### src/rtl/serial_add_pkg.sv
// Shared definitions for the bit-serial adder controller.
// Holds the sequencer state encoding used by serial_add_ctrl.
package serial_add_pkg;

  localparam int STATE_W = 2;

  // Value 3 is unused. The sequencer treats it as illegal and returns to IDLE.
  typedef enum logic [STATE_W-1:0] {
    ST_IDLE = 2'd0,
    ST_RUN  = 2'd1,
    ST_DONE = 2'd2
  } state_e;

endpackage

### src/rtl/fa_cell.sv
// Combinational full adder made from two half adders and an OR of their carries.
// The serial controller time-shares this one cell across every bit position.
module fa_cell (
  input  logic a,
  input  logic b,
  input  logic ci,
  output logic s,
  output logic co
);

  logic s0;
  logic c0;
  logic c1;

  half_adder u_ha0 (
    .a (a),
    .b (b),
    .s (s0),
    .c (c0)
  );

  half_adder u_ha1 (
    .a (s0),
    .b (ci),
    .s (s),
    .c (c1)
  );

  // The two half-adder carries can never both be high, so OR gives the majority.
  assign co = c0 | c1;

endmodule

### src/rtl/half_adder.sv
// Single-bit half adder. It is the basic cell that the full-adder stage is built from.
module half_adder (
  input  logic a,
  input  logic b,
  output logic s,
  output logic c
);

  assign s = a ^ b;
  assign c = a & b;

endmodule

### src/rtl/serial_add_ctrl.sv
// Bit-serial WIDTH-bit adder. It processes the operands LSB-first, one bit per clock,
// through a single fa_cell, and uses valid/ready handshakes on both the operand side and the result side.
module serial_add_ctrl
  import serial_add_pkg::*;
#(
  parameter int WIDTH = 8
) (
  input  logic             clk,
  input  logic             rst,
  input  logic             start_valid,
  output logic             start_ready,
  input  logic [WIDTH-1:0] a_in,
  input  logic [WIDTH-1:0] b_in,
  input  logic             cin,
  output logic             busy,
  output logic             done_valid,
  input  logic             done_ready,
  output logic [WIDTH-1:0] sum_out,
  output logic             cout
);

  localparam int              CNT_W    = $clog2(WIDTH + 1);
  localparam logic [CNT_W-1:0] CNT_LAST = CNT_W'(WIDTH - 1);

  state_e           state_q;
  logic [WIDTH-1:0] a_sr_q;
  logic [WIDTH-1:0] b_sr_q;
  logic [WIDTH-1:0] sum_sr_q;
  logic             carry_q;
  logic [CNT_W-1:0] cnt_q;
  logic             start_ready_q;
  logic             busy_q;
  logic             done_valid_q;

  logic [WIDTH-1:0] a_sr_d;
  logic [WIDTH-1:0] b_sr_d;
  logic [WIDTH-1:0] sum_sr_d;
  logic [CNT_W-1:0] cnt_d;
  logic             fa_s;
  logic             fa_c;

  fa_cell u_fa (
    .a  (a_sr_q[0]),
    .b  (b_sr_q[0]),
    .ci (carry_q),
    .s  (fa_s),
    .co (fa_c)
  );

  // NOTE: every variable gets a default at the top of always_comb so no latch is inferred.
  always_comb begin
    a_sr_d            = a_sr_q >> 1;
    b_sr_d            = b_sr_q >> 1;
    sum_sr_d          = sum_sr_q >> 1;
    sum_sr_d[WIDTH-1] = fa_s;
    cnt_d             = cnt_q + CNT_W'(1);
  end

  // NOTE: sequential state uses non-blocking assignments, so all registers update together at the edge.
  always_ff @(posedge clk) begin
    if (rst) begin
      state_q       <= ST_IDLE;
      a_sr_q        <= '0;
      b_sr_q        <= '0;
      sum_sr_q      <= '0;
      carry_q       <= 1'b0;
      cnt_q         <= '0;
      start_ready_q <= 1'b1;
      busy_q        <= 1'b0;
      done_valid_q  <= 1'b0;
    end else begin
      case (state_q)
        ST_IDLE: begin
          if (start_valid) begin
            a_sr_q        <= a_in;
            b_sr_q        <= b_in;
            carry_q       <= cin;
            cnt_q         <= '0;
            sum_sr_q      <= '0;
            state_q       <= ST_RUN;
            start_ready_q <= 1'b0;
            busy_q        <= 1'b1;
          end
        end

        ST_RUN: begin
          a_sr_q   <= a_sr_d;
          b_sr_q   <= b_sr_d;
          sum_sr_q <= sum_sr_d;
          carry_q  <= fa_c;
          cnt_q    <= cnt_d;
          if (cnt_q == CNT_LAST) begin
            state_q      <= ST_DONE;
            busy_q       <= 1'b0;
            done_valid_q <= 1'b1;
          end
        end

        // The result registers are left untouched here, so backpressure can last any length of time.
        ST_DONE: begin
          if (done_ready) begin
            state_q       <= ST_IDLE;
            done_valid_q  <= 1'b0;
            start_ready_q <= 1'b1;
          end
        end

        default: begin
          state_q       <= ST_IDLE;
          start_ready_q <= 1'b1;
          busy_q        <= 1'b0;
          done_valid_q  <= 1'b0;
        end
      endcase
    end
  end

  assign start_ready = start_ready_q;
  assign busy        = busy_q;
  assign done_valid  = done_valid_q;
  assign sum_out     = sum_sr_q;
  assign cout        = carry_q;

endmodule

### config.mk
export PLATFORM = sky130hd
export DESIGN_NAME = serial_add_ctrl
export DESIGN_NICKNAME = d
export VERILOG_FILES = /design/src/rtl/serial_add_pkg.sv /design/src/rtl/fa_cell.sv /design/src/rtl/half_adder.sv /design/src/rtl/serial_add_ctrl.sv
export SDC_FILE = /design/constraint.sdc
export NUM_CORES = 1
export LEC_CHECK = 0
export CORE_UTILIZATION = 49
export CTS_BUF_LIST = sky130_fd_sc_hd__clkbuf_16
export DETAILED_ROUTE_END_ITERATION = 8
export PLACE_DENSITY = 0.87
export SYNTH_ARGS = -nofsm -noshare
export SYNTH_HDL_FRONTEND = slang
export SYNTH_SLANG_ARGS = --single-unit
### constraint.sdc
create_clock -name clk -period 1.4 [get_ports clk]
set_input_delay 0.28 -clock clk [delete_from_list [all_inputs] [get_ports clk]]
set_output_delay 0.28 -clock clk [all_outputs]
set_load 0.02 [all_outputs]
* Word-level counts from Yosys, hierarchy flattened
Index checks and enable logic that the tools add are counted.
Cells by class: $add $sub $neg 1, eq/ne operators 6, mux-type cells 23, bitwise logic cells 8, reduce and logical (&&, ||, !) cells 7
Operators by type and width (count):
- 8-bit one-hot mux with 2 select lines | 3
- 8-bit two-way mux | 3
- 3-bit AND reduction | 4
- 1-bit one-hot mux with 3 select lines | 3
- 4-bit one-hot mux with 2 select lines | 1
- 1-bit two-way mux | 7
- 2-bit two-way mux | 3
- 2-bit inequality test, second input constant | 3
- 2-bit one-hot mux with 3 select lines | 1
- 4-bit by 1-bit adder with 4-bit output, second input constant | 1
- 4-bit by 3-bit equality test with 1-bit output, second input constant | 1
- 4-bit two-way mux | 1
- 1-bit NOT | 3
- 1-bit bitwise AND | 2
- 2-bit by 1-bit equality test with 1-bit output, second input constant | 1
- 2-bit equality test, second input constant | 1
- 2-bit logical NOT | 1
- 1-bit one-hot mux with 2 select lines | 1
- 2-bit AND reduction | 1
- 2-bit nonzero test | 1
- 1-bit XOR | 2
- 1-bit OR | 1
Word-level totals: register bits after elaboration 34, logic and storage cells 54

* Depth between registers and ports, before layout
Gate-level depths: netlist of the first run.
depth in word-level cells 4, depth in mapped cells 5, depth with buffers taken out 5

* Hierarchy
A second synthesis of the first run with hierarchy kept.
Second synthesis, totals: cells, all modules 174, area, all modules 1557.7 um^2
By module, submodules not included:
- serial_add_ctrl | times used 1, cells each 171, area each 1526.5 um^2, sequential area each 680.7 um^2
- half_adder | times used 2, cells each 1, area each 12.5 um^2, sequential area each 0.0 um^2
- fa_cell | times used 1, cells each 1, area each 6.3 um^2, sequential area each 0.0 um^2

* Worst setup path after synthesis of the first run
OpenSTA, ideal clock, no wires.
kind flip-flop to flip-flop, start point register carry_q (netlist: cout), end point register sum_sr_q[7] (netlist: sum_out[7]), data arrival time 1241 ps, slack 29 ps, cell stages (with the launch flop) 5, path through dfxtp_1 > inv_1 > fa_1 > a2bb2oi_1 > nor2_1
Between the ends: word-level cells in the longest chain between the ends 2
Ends and longest elaborated chain:
- start, declared | RTL line serial_add_ctrl.sv:29 | logic carry_q;
- start signal, assigned | RTL line serial_add_ctrl.sv:77 | carry_q <= cin;
- 1-bit XOR | RTL line half_adder.sv:9 | assign s = a ^ b;
- 8-bit one-hot mux with 2 select lines | RTL line serial_add_ctrl.sv:72 | case (state_q)
- end signal, assigned | RTL line serial_add_ctrl.sv:89 | sum_sr_q <= sum_sr_d;
- end, declared | RTL line serial_add_ctrl.sv:28 | logic [WIDTH-1:0] sum_sr_q;
Every way passes these cells. A chain may end at the register's enable or synchronous reset.

* Final worst setup path of the first run
start point input port start_valid, end point register b_sr_q[6]
Between the ends: word-level cells in the longest chain between the ends 2
Ends and longest elaborated chain:
- start, declared | RTL line serial_add_ctrl.sv:10 | input logic start_valid,
- 2-bit inequality test (no source line)
- 2-bit AND reduction (no source line)
- end signal, assigned | RTL line serial_add_ctrl.sv:76 | b_sr_q <= b_in;
- end signal, assigned | RTL line serial_add_ctrl.sv:88 | b_sr_q <= b_sr_d;
- end, declared | RTL line serial_add_ctrl.sv:27 | logic [WIDTH-1:0] b_sr_q;
Every way passes these cells.

==> results of run 1 <==
## registers in the layout (all words and copies together) (netlist names)
name         flops
cout             1
cnt_q            4
state_q          2
b_sr_q           8
a_sr_q           8
start_ready      1
done_valid       1
sum_out          8
busy             1
## worst max-delay path: stages
cell and delay (ns):
sky130_fd_sc_hd__clkdlybuf4s50_1 0.58, sky130_fd_sc_hd__o21ba_2 0.35, sky130_fd_sc_hd__nor2_1 0.11, sky130_fd_sc_hd__a211oi_2 0.22
## layout by cell type (no fill, tap or decap), types with 2 or more instances in the layout
cell type / n
sky130_fd_sc_hd__clkdlybuf4s50_1: 20
sky130_fd_sc_hd__a211oi_2: 6
sky130_fd_sc_hd__a21oi_1: 3
sky130_fd_sc_hd__a221oi_1: 3
sky130_fd_sc_hd__a211oi_1: 7
sky130_fd_sc_hd__nand3_1: 2
sky130_fd_sc_hd__inv_1: 3
sky130_fd_sc_hd__o2bb2ai_1: 9
sky130_fd_sc_hd__a22oi_1: 10
sky130_fd_sc_hd__o22ai_1: 5
sky130_fd_sc_hd__o21ai_0: 2
sky130_fd_sc_hd__buf_12: 2
sky130_fd_sc_hd__nor3_1: 2
sky130_fd_sc_hd__dfxtp_1: 34
sky130_fd_sc_hd__nor2_1: 35
sky130_fd_sc_hd__o21ba_2: 2
sky130_fd_sc_hd__nand2_1: 4
sky130_fd_sc_hd__dlygate4sd2_1: 12
sky130_fd_sc_hd__clkbuf_16: 5
sky130_fd_sc_hd__clkinvlp_4: 2
sky130_fd_sc_hd__buf_4: 9
## cell families after synthesis
group	Yosys count
and+or+nand+nor	49
DFF	34
AOI/OAI and AO/OA	53
muxes	1
buffers and inverters	17
adders and majority gates	2
## layout make-up
type	count	area share [%]
inverters	5	0.927
clock inverters	3	2.22
multi-input cells	105	34.7
clock buffers	5	6.18
repair buffers	43	20.4
flip-flops and latches	34	33.6
well taps	31	1.92
## path summary, 6_finish.rpt
kind                           startpoint                      end  slack [ns]  depth (start not counted)
setup reg to reg  state_q[0]$_SDFFE_PP0P_   a_sr_q[6]$_SDFFE_PP0P_        0.12                          5
setup / recovery              start_valid   b_sr_q[6]$_SDFFE_PP0P_        0.06                          4
hold / removal    done_valid$_SDFFE_PP0P_  done_valid$_SDFFE_PP0P_        0.49                          2
hold reg to reg   done_valid$_SDFFE_PP0P_  done_valid$_SDFFE_PP0P_        0.49                          2
## layer usage
metal | up-vias | GRT usage (%)
li1 | 642 | -
met1 | 671 | 30.2
met2 | 43 | 41.7
met3 | 8 | 6.91
met4 | 0 | 8.71
met5 | - | 0
## per-stage QoR
step                hold slack [ns]  std cells  setup WS, ns
CTS                           0.498        226        0.0457
global route                  0.523        226       -0.0173
global placement              0.467        218        -0.121
finish                        0.493        226        0.0616
floorplan                     0.428        156        0.0290
detailed placement            0.489        218        -0.203
## timing repair
item                       CTS  global route
buffers inserted             0             0
pin swaps                    0             0
resized for setup           12             1
setup endpoints to repair   12             3
cloned                       0             0
## power breakdown
part           internal, uW  leakage, uW  switching, uW
Sequential             1020     0.000279           35.5
Combinational           178     0.000464            172
Clock                   838    0.0000760            418
==> out/qor.txt, run 1 <==
FINAL LAYOUT
---------------------------------------------------------------------------------
Filler cell count in the final layout ..............................          215
Area occupied by multi-input gates .................................    703 sq um
Area added between synthesis and finish ............................        37.0%
Ant. Diodes ........................................................            0
Non-Filler Cell Area, Final ........................................   2020 sq um
Util after Layout ..................................................        72.2%
Sequential cell area in the final layout ...........................    681 sq um
Number of nets in the final layout .................................          217
Fraction of layout instances using a drive strength above 1 ........        15.9%

CLOCKING
---------------------------------------------------------------------------------
Max Root-Sink Buffers ..............................................            2
Source-to-sink clock delay at the later pin of the worst-skew pair .      0.28 ns
Count of hold buffers inserted by post-cts repair ..................            0
Clock Sinks ........................................................           34
Root Buffer ........................................................ sky130_fd_sc_hd__clkbuf_16
CTS tree ...........................................................         done
Inserted Clock Buffers .............................................            5
Clock transition at the registers of the reported paths ............      0.06 ns
H-tree depth .......................................................            2

SYNTH
---------------------------------------------------------------------------------
Syn Inst Count .....................................................          156
Dominant combinational cell family by area after synthesis ......... compound AO/OA/AOI/OAI gates
Commonest cells post-synth ......................................... sky130_fd_sc_hd__nor2_1, sky130_fd_sc_hd__dfxtp_1, sky130_fd_sc_hd__a22oi_1, sky130_fd_sc_hd__o2bb2ai_1, sky130_fd_sc_hd__a211oi_1
Prevailing post-synth register cell ................................ sky130_fd_sc_hd__dfxtp_1
Synthesized net count ..............................................          179
Cell area after technology mapping .................................   1480 sq um
Part of the Yosys area used for sequential elements ................        46.1%
Syn Area/Cell ......................................................   9.47 sq um
Asr flop ratio synth ...............................................           0%
Leading cell type by number of instances after synthesis ........... sky130_fd_sc_hd__nor2_1
Adder and majority gate portion of the synthesized area ............        2.20%
FF+latch count, synth ..............................................           34
Biggest area contributors in the synthesized netlist ............... sky130_fd_sc_hd__dfxtp_1, sky130_fd_sc_hd__nor2_1, sky130_fd_sc_hd__o2bb2ai_1
Proportion of synthesized area in mux cells ........................       0.677%
Fraction of the mapped netlist area in compound gates ..............        30.0%
Synthesized-area fraction occupied by xor and xnor cells ...........           0%
Post-synthesis simple-gate area fraction ...........................        14.3%
Ys Warns ...........................................................            0
Cell type with the highest aggregate area in the netlist ........... sky130_fd_sc_hd__dfxtp_1
Fraction of post-synthesis cell area in the top cell type by area ..        46.1%
Distinct cells, synth ..............................................           36
Number of flops mapped to enable cells by yosys ....................            0

CRITICAL PATH
---------------------------------------------------------------------------------
Crit path capture type .............................................    flip-flop
Req. time, crit path ...............................................      1.60 ns
Sort of element at the start of the critical path ..................    input pin
Crit Path Max Fanout ...............................................           13
Setup Crit Path Kind ...............................................    in -> reg
Arrival time at the worst endpoint .................................      1.53 ns

STA
---------------------------------------------------------------------------------
Worst slew margin relative to its limit ............................        77.2%
Clock skew after layout ............................................   0.00473 ns
Shortest period the worst path allows ..............................      1.34 ns
Transition time at the pin with the least slew margin ..............     0.341 ns
Max Slew Vio Count .................................................            0
Number of setup violations in the final report .....................            0
Final count of hold timing violations ..............................            0
Fin Setup TNS ......................................................         0 ns
RSZ-0062 raised after global routing ...............................          yes
Period Utilization, post-route .....................................        95.6%
Maximum frequency from static timing analysis ......................      747 MHz

ROUTING
---------------------------------------------------------------------------------
Total vias in the final route ......................................         1364
Wire length per cell ............................................... 16.0 microns
Routed met3 length .................................................  191 microns
1st-pass router iterations .........................................            6
Remaining DRCs .....................................................            2
Via-to-Cell Ratio ..................................................         6.04
Post-detailed-routing wire length .................................. 3630 microns
Initial DRC count ..................................................           62
Length of routed met2 wiring ....................................... 1880 microns
Antenna Nets Post-Route ............................................            0
Highest metal layer with signal wires ..............................         met4
Total routed wire length on the met1 layer ......................... 1500 microns

GLOBAL ROUTE
---------------------------------------------------------------------------------
Combined global-route utilization of all metal layers ..............        24.7%
Wire length of the first global-routing pass ....................... 6100 microns
Vias in the first global route .....................................         1305
Grt ovf ............................................................            0
Initial antenna violation count ....................................            0
Pin count of the biggest net entering global routing ...............           35

FLOORPLANNING
---------------------------------------------------------------------------------
Initial core utilization ...........................................        52.7%
Die width .......................................................... 56.9 microns
Die outline area ...................................................   3240 sq um
Number of cell rows ................................................           19
Height of the die .................................................. 56.9 microns
Number of ports placed on the die boundary .........................           33
Area of the core ...................................................   2810 sq um

STATUS
---------------------------------------------------------------------------------
Status ............................................................. complete, but fails checks
Violations in the final reports ....................................          DRC

HOLD PATH
---------------------------------------------------------------------------------
Path category of the worst min-delay check .........................   reg -> reg

PLACED DESIGN
---------------------------------------------------------------------------------
Final weighted congestion in routability-driven placement ..........        0.784
Cell Area, Placed ..................................................   1860 sq um
Detailed-placement wirelength estimate ............................. 2470 microns
Number of buffers inserted by port buffering .......................           32

PWR
---------------------------------------------------------------------------------
Worst ir drop on vdd ...............................................      1.00 mV
Cell leakage power .................................................  0.000819 uW
Power per unit of standard cell area ............................... 1320 nW/um^2
Overall power of the completed layout ..............................      2670 uW

RUN
---------------------------------------------------------------------------------
Max-cap violations .................................................            0

No activity file was read; power rests on OpenSTA's default activity.
==> run 2: changes to the inputs <==
- CAP_MARGIN: unset -> 20
==> results of run 2 <==
No change in the layout: final DEF, timing and power equal those of run 1.
==> run 3: changes to the inputs <==
- PLACE_DENSITY: 0.87 -> 0.78
==> run 3 against run 2 <==
Against the previous run:
- the flow still finishes with violations (DRC)
- critical path type unchanged
- power grew 5.5%
- clock skew is essentially flat
- utilization rose by 1.0 points
- sequential share of layout area fell by 0.47 points
- largest power group unchanged
- cell count decreased by 0.44%
- die area stayed put
- first-iteration DRC count rose by 15%
- worst setup slack lost 0.0090 ns
==> out/qor.txt, run 3 (synthesis results as in run 1) <==
CRITICAL PATH
---------------------------------------------------------------------------------
Req. time, crit path ...............................................      1.59 ns
Arrival time at the worst endpoint .................................      1.54 ns
Crit Path Max Fanout ...............................................            4
Worst-case register-to-register setup slack ........................      0.13 ns
Path depth of the worst reg2reg path ...............................            3
Reg-to-Reg End ..................................................... b_sr_q[0]$_SDFFE_PP0P_
Crit path capture type .............................................    flip-flop
Worst setup path end ............................................... cnt_q[2]$_SDFFE_PP0P_
Worst setup path startpoint ........................................  start_valid
Sort of element at the start of the critical path ..................    input pin
Setup Crit Path Kind ...............................................    in -> reg
Worst flop-to-flop path startpoint ................................. state_q[1]$_SDFFE_PP0P_

ROUTING
---------------------------------------------------------------------------------
Total routed wire length on the met1 layer ......................... 1500 microns
Routed met3 length .................................................  174 microns
Via-to-Cell Ratio ..................................................         5.77
Wire length per cell ............................................... 15.5 microns
Antenna Nets Post-Route ............................................            0
1st-pass router iterations .........................................            6
Remaining DRCs .....................................................            4
Highest metal layer with signal wires ..............................         met4
Initial DRC count ..................................................           71
Total vias in the final route ......................................         1298
Length of routed met2 wiring ....................................... 1720 microns
Post-detailed-routing wire length .................................. 3500 microns

CLOCKING
---------------------------------------------------------------------------------
Inserted Clock Buffers .............................................            5
Post-CTS Setup Bufs ................................................            0
Clock Sinks ........................................................           34
CTS tree ...........................................................         done
Source-to-sink clock delay at the later pin of the worst-skew pair .      0.28 ns
Clock transition at the registers of the reported paths ............      0.05 ns
H-tree depth .......................................................            2
Max Root-Sink Buffers ..............................................            2
Root Buffer ........................................................ sky130_fd_sc_hd__clkbuf_16

FLOORPLANNING
---------------------------------------------------------------------------------
Initial core utilization ...........................................        52.7%
Area of the core ...................................................   2810 sq um
Number of ports placed on the die boundary .........................           33
Die width .......................................................... 56.9 microns
Height of the die .................................................. 56.9 microns
Die outline area ...................................................   3240 sq um
Number of cell rows ................................................           19

STA
---------------------------------------------------------------------------------
RSZ-0062 raised after global routing ...............................           no
Clock skew after layout ............................................   0.00506 ns
Fin Setup TNS ......................................................         0 ns
Period Utilization, post-route .....................................        96.2%
Max Slew Vio Count .................................................            0
Shortest period the worst path allows ..............................      1.35 ns
Worst Slack Setup Final ............................................    0.0525 ns
Number of setup violations in the final report .....................            0
Transition time at the pin with the least slew margin ..............     0.275 ns
Final count of hold timing violations ..............................            0
Worst hold slack after final layout ................................     0.500 ns
Worst slew margin relative to its limit ............................        81.6%
Maximum frequency from static timing analysis ......................      742 MHz

PWR
---------------------------------------------------------------------------------
Cell leakage power .................................................  0.000835 uW
Worst ir drop on vdd ...............................................      1.23 mV
Power per unit of standard cell area ............................... 1370 nW/um^2
Overall power of the completed layout ..............................      2810 uW

HOLD PATH
---------------------------------------------------------------------------------
Path category of the worst min-delay check .........................   reg -> reg
Min-Delay Path Depth ...............................................            2

PLACED DESIGN
---------------------------------------------------------------------------------
Detailed-placement wirelength estimate ............................. 2280 microns
Number of buffers inserted by port buffering .......................           32
Worst slack, placed ................................................    -0.208 ns
Final weighted congestion in routability-driven placement ..........        0.736

GLOBAL ROUTE
---------------------------------------------------------------------------------
Combined global-route utilization of all metal layers ..............        24.3%
Wire length of the first global-routing pass ....................... 5950 microns
Initial antenna violation count ....................................            0
Vias in the first global route .....................................         1343
Grt ovf ............................................................            0
Pin count of the biggest net entering global routing ...............           35

FINAL LAYOUT
---------------------------------------------------------------------------------
Util after Layout ..................................................        73.2%
Area added between synthesis and finish ............................        39.0%
Fraction of layout instances using a drive strength above 1 ........        16.0%
Number of nets in the final layout .................................          216
Filler cell count in the final layout ..............................          210
Ant. Diodes ........................................................            0
Most common cell after layout, fill and taps aside ................. sky130_fd_sc_hd__nor2_1
Commonest cells after routing, fill and taps aside ................. sky130_fd_sc_hd__nor2_1, sky130_fd_sc_hd__dfxtp_1, sky130_fd_sc_hd__clkdlybuf4s50_1

STATUS
---------------------------------------------------------------------------------
Violations in the final reports ....................................          DRC
Status ............................................................. complete, but fails checks

RUN
---------------------------------------------------------------------------------
Max-cap violations .................................................            0

run 3: cell count changes in the layout (fill, tap and decap cells not counted), sizes merged:
cell,before,now
buf,11,10
bufinv,1,2
clkinv,1,2
clkinvlp,2,0
run 3: worst min path at each step:
| stage | start | endpoint | slack [ns] |
|---|---|---|---|
| after floorplan | a_in[7] | a_sr_q[7]$_SDFFE_PP0P_ | 0.43 |
| after CTS | cnt_q[3]$_SDFFE_PP0P_ | cnt_q[3]$_SDFFE_PP0P_ | 0.50 |
| after global routing | b_sr_q[2]$_SDFFE_PP0P_ | b_sr_q[2]$_SDFFE_PP0P_ | 0.51 |
| after detailed placement | cnt_q[3]$_SDFFE_PP0P_ | cnt_q[3]$_SDFFE_PP0P_ | 0.49 |
| after global placement | done_valid$_SDFFE_PP0P_ | done_valid$_SDFFE_PP0P_ | 0.47 |
| final | cnt_q[3]$_SDFFE_PP0P_ | cnt_q[3]$_SDFFE_PP0P_ | 0.50 |
run 3: cell type report:
type | count | area, sq um | area share [%]
Inverter | 5 | 18.8 | 0.914
Clock buffer | 5 | 125 | 6.09
Timing Repair Buffer | 42 | 418 | 20.4
Clock inverter | 3 | 63.8 | 3.11
Sequential cell | 34 | 681 | 33.2
Tap cell | 31 | 38.8 | 1.89
Multi-Input combinational cell | 105 | 708 | 34.5
run 3: timing repair:
item | in CTS | in global routing
gates resized for setup | 12 | 3
endpoints found under the setup margin | 12 | 3
cloned | 0 | 0
hold buffers | 0 | 0
pin swaps | 0 | 0
run 3: critical path: stages:
cell and delay, ns:
sky130_fd_sc_hd__clkdlybuf4s50_1 0.51, sky130_fd_sc_hd__o21ba_2 0.28, sky130_fd_sc_hd__buf_4 0.14, sky130_fd_sc_hd__o211a_1 0.13
sky130_fd_sc_hd__nor3_1 0.20
run 3: layer usage:
layer | GRT usage (%) | vias up
li1 | - | 637
met1 | 28.3 | 614
met2 | 40.2 | 35
met3 | 6.45 | 12
met4 | 13.9 | 0
met5 | 0 | -
run 3: where the power goes:
group | total [uW] | leakage (uW) | switching, uW | internal, uW
sequential | 1060 | 0.000279 | 31.6 | 1030
clock | 1410 | 0.0000915 | 393 | 1010
combinational | 350 | 0.000464 | 170 | 180
run 3: metrics by stage:
stage,instances,instance area (sq um)
floorplan,156,1480
global placement,217,1870
detailed placement,217,1870
CTS,225,2040
global route,225,2050
finish,225,2050
